File: src/rtl/instr_fetch_buffer.sv
// Instruction fetch buffer: sequential PC fetch with a one-cycle memory,
// a DEPTH-entry {pc,instr} prefetch FIFO and redirect/flush handling.
module instr_fetch_buffer #(
  parameter int unsigned        ADDR_W   = 64,
  parameter int unsigned        INSTR_W  = 32,
  parameter int unsigned        DEPTH    = 4,
  parameter logic [ADDR_W-1:0]  RESET_PC = '0
) (
  input  logic                        clk,
  input  logic                        reset,
  output logic                        imem_req,
  output logic [ADDR_W-1:0]           imem_addr,
  input  logic [INSTR_W-1:0]          imem_data,
  input  logic                        redirect_valid,
  input  logic [ADDR_W-1:0]           redirect_pc,
  output logic                        out_valid,
  input  logic                        out_ready,
  output logic [INSTR_W-1:0]          out_instr,
  output logic [ADDR_W-1:0]           out_pc,
  output logic [$clog2(DEPTH+1)-1:0]  count
);

  localparam int unsigned CNT_W = $clog2(DEPTH + 1);
  localparam int unsigned PTR_W = (DEPTH > 1) ? $clog2(DEPTH) : 1;

  // Fetch state
  logic [ADDR_W-1:0]  r_fetch_pc;
  logic               r_inflight;
  logic [ADDR_W-1:0]  r_inflight_pc;

  // FIFO state
  logic [CNT_W-1:0]   r_count;
  logic [PTR_W-1:0]   r_rd_ptr;
  logic [PTR_W-1:0]   r_wr_ptr;
  logic [ADDR_W-1:0]  r_pc_mem    [DEPTH];
  logic [INSTR_W-1:0] r_instr_mem [DEPTH];

  // Combinational control
  logic               w_pop;
  logic               w_issue;
  logic               w_write;
  logic [CNT_W:0]     w_occupancy;
  logic [ADDR_W-1:0]  w_redirect_target;
  logic [PTR_W-1:0]   w_rd_ptr_nxt;
  logic [PTR_W-1:0]   w_wr_ptr_nxt;

  // Issue credit, pop/write strobes and pointer wrap
  always_comb begin
    w_pop             = !reset && (r_count != '0) && out_ready;
    w_occupancy       = (CNT_W+1)'(r_count) + (CNT_W+1)'(r_inflight);
    w_issue           = !reset && !redirect_valid &&
                        ((w_occupancy < (CNT_W+1)'(DEPTH)) || w_pop);
    // A response landing in a redirect cycle belongs to the old path
    w_write           = r_inflight && !redirect_valid;
    w_redirect_target = redirect_pc & ~ADDR_W'(3);
    w_rd_ptr_nxt      = (r_rd_ptr == PTR_W'(DEPTH - 1)) ? '0 : r_rd_ptr + PTR_W'(1);
    w_wr_ptr_nxt      = (r_wr_ptr == PTR_W'(DEPTH - 1)) ? '0 : r_wr_ptr + PTR_W'(1);
  end

  assign imem_req  = w_issue;
  assign imem_addr = r_fetch_pc;
  assign out_valid = !reset && (r_count != '0);
  assign count     = reset ? '0 : r_count;
  assign out_instr = r_instr_mem[r_rd_ptr];
  assign out_pc    = r_pc_mem[r_rd_ptr];

  // Fetch PC, inflight tracking, FIFO pointers and occupancy
  always_ff @(posedge clk) begin
    if (reset) begin
      r_fetch_pc    <= RESET_PC;
      r_inflight    <= 1'b0;
      r_inflight_pc <= '0;
      r_count       <= '0;
      r_rd_ptr      <= '0;
      r_wr_ptr      <= '0;
    end else begin
      r_inflight <= w_issue;
      if (w_issue) begin
        r_inflight_pc <= r_fetch_pc;
        r_fetch_pc    <= r_fetch_pc + ADDR_W'(4);
      end
      if (redirect_valid) begin
        r_fetch_pc <= w_redirect_target;
        r_count    <= '0;
        r_rd_ptr   <= '0;
        r_wr_ptr   <= '0;
      end else begin
        if (w_write) r_wr_ptr <= w_wr_ptr_nxt;
        if (w_pop)   r_rd_ptr <= w_rd_ptr_nxt;
        if (w_write && !w_pop)      r_count <= r_count + CNT_W'(1);
        else if (!w_write && w_pop) r_count <= r_count - CNT_W'(1);
      end
    end
  end

  // FIFO storage; contents need no reset since occupancy gates visibility
  always_ff @(posedge clk) begin
    if (!reset && w_write) begin
      r_pc_mem[r_wr_ptr]    <= r_inflight_pc;
      r_instr_mem[r_wr_ptr] <= imem_data;
    end
  end

endmodule

File: config.mk
export PLATFORM = sky130hd
export DESIGN_NAME = instr_fetch_buffer
export DESIGN_NICKNAME = d
export VERILOG_FILES = /design/src/rtl/instr_fetch_buffer.sv
export SDC_FILE = /design/constraint.sdc
export NUM_CORES = 1
export LEC_CHECK = 0
export BUFFER_PORTS_ARGS = -buffer_cell sky130_fd_sc_hd__buf_2
export CORE_ASPECT_RATIO = 0.7
export CORE_MARGIN = 1.5
export CORE_UTILIZATION = 52
export DETAILED_ROUTE_END_ITERATION = 8
export HOLD_SLACK_MARGIN = 0.1
export PLACE_DENSITY = 0.88
export SETUP_SLACK_MARGIN = 0.02
export SLEW_MARGIN = 25
export SYNTH_ARGS = -nofsm -noshare
export SYNTH_HDL_FRONTEND = slang
export SYNTH_SLANG_ARGS = --single-unit
File: constraint.sdc
create_clock -name clk -period 3.73 [get_ports clk]
set_clock_uncertainty 0.05 [all_clocks]
set_input_delay 0.746 -clock clk [delete_from_list [all_inputs] [get_ports clk]]
set_output_delay 0.746 -clock clk [all_outputs]
set_load 0.1 [all_outputs]
==> summary.log <==
INFO  cts            htreeDepth=2
INFO  logic_synthesis ys_top_cells_by_count=sky130_fd_sc_hd__edfxtp_1 (376), sky130_fd_sc_hd__dfxtp_1 (134), sky130_fd_sc_hd__mux4_2 (94)
INFO  finish         syn_to_final_growth=18.28%
INFO  critical_path  cpMaxStageDelayCell=sky130_fd_sc_hd__dfxtp_4
INFO  grt            globalRoute.totalOverflow=0
INFO  logic_synthesis synth_area_leader_cell=sky130_fd_sc_hd__edfxtp_1
INFO  cts            cts_buffer_depth=3
INFO  grt            grt_use_total=0.2478
INFO  cts            post_cts_resize_count=0
INFO  critical_path  max_stage_delay=690ps
INFO  status         status=complete, no violations
INFO  power          fin_total_pwr=12360uW
INFO  die            fp-row-count=59
INFO  sta            final.period_utilization=0.8883
INFO  logic_synthesis netlist.area_leader.share=0.5643
INFO  place          port_buffers=258
INFO  routing        met2_routed_length=23.45mm
INFO  die            design.portCount=265
INFO  power          power_density=522.3nW/um^2
INFO  sta            finalSetupTns=0ps
INFO  finish         layout-drive-gt1-share=0.3099
INFO  sta            max-slew-margin-rel=0.4903
INFO  place          detailed_place_hpwl=32.35mm
INFO  routing        drc=0
INFO  critical_path  timing_worst_setup_path_type=flop to primary output
INFO  cts            cts.sinks=510
INFO  sta            rsz0062_at_grt=false
INFO  critical_path  critPathCaptureType=primary output
INFO  critical_path  critical_path.top_delay_family=buffers and inverters
INFO  critical_path  cp_max_fo=32
INFO  finish         layout.core_utilization=0.6311
INFO  die            initial_core_util=0.5336
INFO  cts            cts_made_buffers=47
INFO  routing        total_wire_length=49.77mm
INFO  sta            max_slew.worst_pin.slew=764.5ps
INFO  critical_path  crit_path_arrival_time=2520ps
INFO  logic_synthesis ys.warnings.count=0
INFO  cts            ctsRootBufferMaster=sky130_fd_sc_hd__clkbuf_16
INFO  power          peakVddDrop=0.4032mV
INFO  cts            postCtsHoldBufs=0
INFO  finish         num-fill-cells=2660
INFO  grt            maximum_number_of_pins_on_one_net_before_global_route_repair=67
INFO  place          gp_routability_congestion=0.8667
INFO  routing        routedLengthMet1=19.33mm
INFO  logic_synthesis post-synth-top-count-cell=sky130_fd_sc_hd__edfxtp_1
INFO  logic_synthesis synth-seq-area-share=0.6983
INFO  logic_synthesis synth_top_flop_cell=sky130_fd_sc_hd__edfxtp_1
INFO  sta            timing_max_transition_violations_final=0
INFO  critical_path  crit_required=2930ps
INFO  routing        route.detailed.wl_per_inst=24.22um
INFO  routing        wl_met3=5.094mm
INFO  sta            final_hold_vios=0
INFO  power          total_leakage_power=0.008796uW
INFO  cts            cts.reportedPaths.clkPinSlew=70ps
INFO  die            die_h=167.1um
INFO  logic_synthesis postSynthRegisterBits=510
INFO  die            die_width=237.5um
INFO  critical_path  cp-start-kind=flop
INFO  grt            global_route_wire_length_before_repair=74.31mm
INFO  routing        antenna_left=0
INFO  critical_path  critical_path_buf_inv_count=2
INFO  critical_path  path_cells=buf_4 > mux4_2 > buf_2
INFO  cts            tritoncts_clock_tree=yes
INFO  logic_synthesis synthesis.area_per_instance=15.76squm
INFO  finish         finish.net_count=1635
INFO  sta            fin_crit=3313ps
INFO  logic_synthesis netlist_instances=1270
INFO  routing        drt_pass1_iterations=5
INFO  grt            first_global_vias=12277
INFO  routing        via_count=12755
INFO  grt            grt_antenna_before_repair=2
INFO  logic_synthesis synth_cell_type_count=58
INFO  logic_synthesis synth_enable_flop_cells=376
INFO  routing        drt_first_iter_violations=1286
INFO  min_path       hold_path.class=input port to flop
INFO  routing        detail_route.vias_per_cell=6.207
INFO  logic_synthesis netlist_area=20010squm
INFO  logic_synthesis post_synthesis_async_set_or_reset_flop_share=0
INFO  run            max_cap_viol_count=0
INFO  logic_synthesis post_synth_main_area_contributors=sky130_fd_sc_hd__edfxtp_1 (56%), sky130_fd_sc_hd__dfxtp_1 (13%), sky130_fd_sc_hd__mux4_2 (11%)
INFO  cts            worstSkewPairLatency=580ps
INFO  sta            max_clock_freq=301.8MHz
INFO  die            core_region_area=37500squm
INFO  routing        routed.top_layer=met4
INFO  die            die_outline_area=39680squm
INFO  cts            cts_post_setup_buffers_inserted=0
INFO  sta            finalSetupViolations=0
-- report_power, final --
| part | internal (uW) | switching [uW] | leakage (uW) | total [uW] |
|---|---|---|---|---|
| logic | 211 | 786 | 0.00328 | 997 |
| registers | 6170 | 145 | 0.00472 | 6320 |
| clock network | 2970 | 2080 | 0.000800 | 5040 |
-- registers in the layout (all words and copies together) (netlist names), named ones only --
register / flops
r_count: 3
r_pc_mem: 248
imem_addr: 62
r_rd_ptr: 2
r_instr_mem: 128
r_inflight: 1
r_wr_ptr: 2
r_inflight_pc: 62
-- cells by family after synthesis --
kind of cell | count (synthesis) | share of synthesized area
xor+xnor | 33 | 0.01444
other cells | 1 | 0.0001874
compound gates | 174 | 0.06091
buf+inv | 99 | 0.01995
flops | 510 | 0.6983
simple gates | 346 | 0.09242
mux | 99 | 0.1084
fa+ha+maj | 8 | 0.005378
-- area by class of cell --
cell class                      instances  area (sq um)  share of cell area
Sequential cell                       510         13980              0.5907
Inverter                               12         45.04            0.001903
Multi-Input combinational cell        664          5689              0.2404
Timing Repair Buffer                  292          1699             0.07180
Clock buffer                           63          1308             0.05525
Antenna cell                            2         5.005           0.0002115
Tap cell                              488         610.6             0.02580
Clock inverter                         24         329.1             0.01390
-- cell usage in the layout, fill, tap and decap left out, drive strengths merged, types with 14 or more instances in the layout --
master | netlist | layout
or4 | 21 | 21
nand2 | 89 | 89
a31oi | 15 | 15
o21ai | 20 | 20
clkbuf | 59 | 63
dfxtp | 134 | 134
a211oi | 21 | 21
a21o | 40 | 40
nand3 | 34 | 34
nand4 | 19 | 19
nor2 | 50 | 50
and3 | 57 | 57
edfxtp | 376 | 376
a311oi | 14 | 14
mux4 | 94 | 94
a21oi | 26 | 26
buf | 28 | 292
xnor2 | 26 | 26
inv | 11 | 15
-- worst paths after layout --
path	cells after the start	start	end	slack (ps)
hold / removal	1	imem_data[18]	r_instr_mem[2][18]	350
hold reg to reg	2	r_inflight_pc[58]	r_inflight_pc[58]	450
setup / recovery	3	flop	out_pc[62]	420
setup reg to reg	6	imem_addr[2]	imem_addr[54]	660
-- per-layer routing --
| metal | up-vias | global-route usage |
|---|---|---|
| met1 | 6359 | 0.3365 |
| met5 | - | 0 |
| li1 | 5534 | - |
| met4 | 0 | 0.09720 |
| met2 | 739 | 0.3918 |
| met3 | 123 | 0.05737 |
-- per-stage QoR --
stage                     hold slack, ps  cell area, sq um  setup slack [ps]  cells
after CTS                          314.0             23660             390.4   2053
after global routing               329.8             23670             337.1   2055
after detailed placement           432.1             22020             709.7   1966
after global placement             413.7             22020             741.0   1966
after floorplan                    402.0             20040             272.9   1273
final                              348.5             23670             416.7   2055
(Power assumes the default switching activity.)
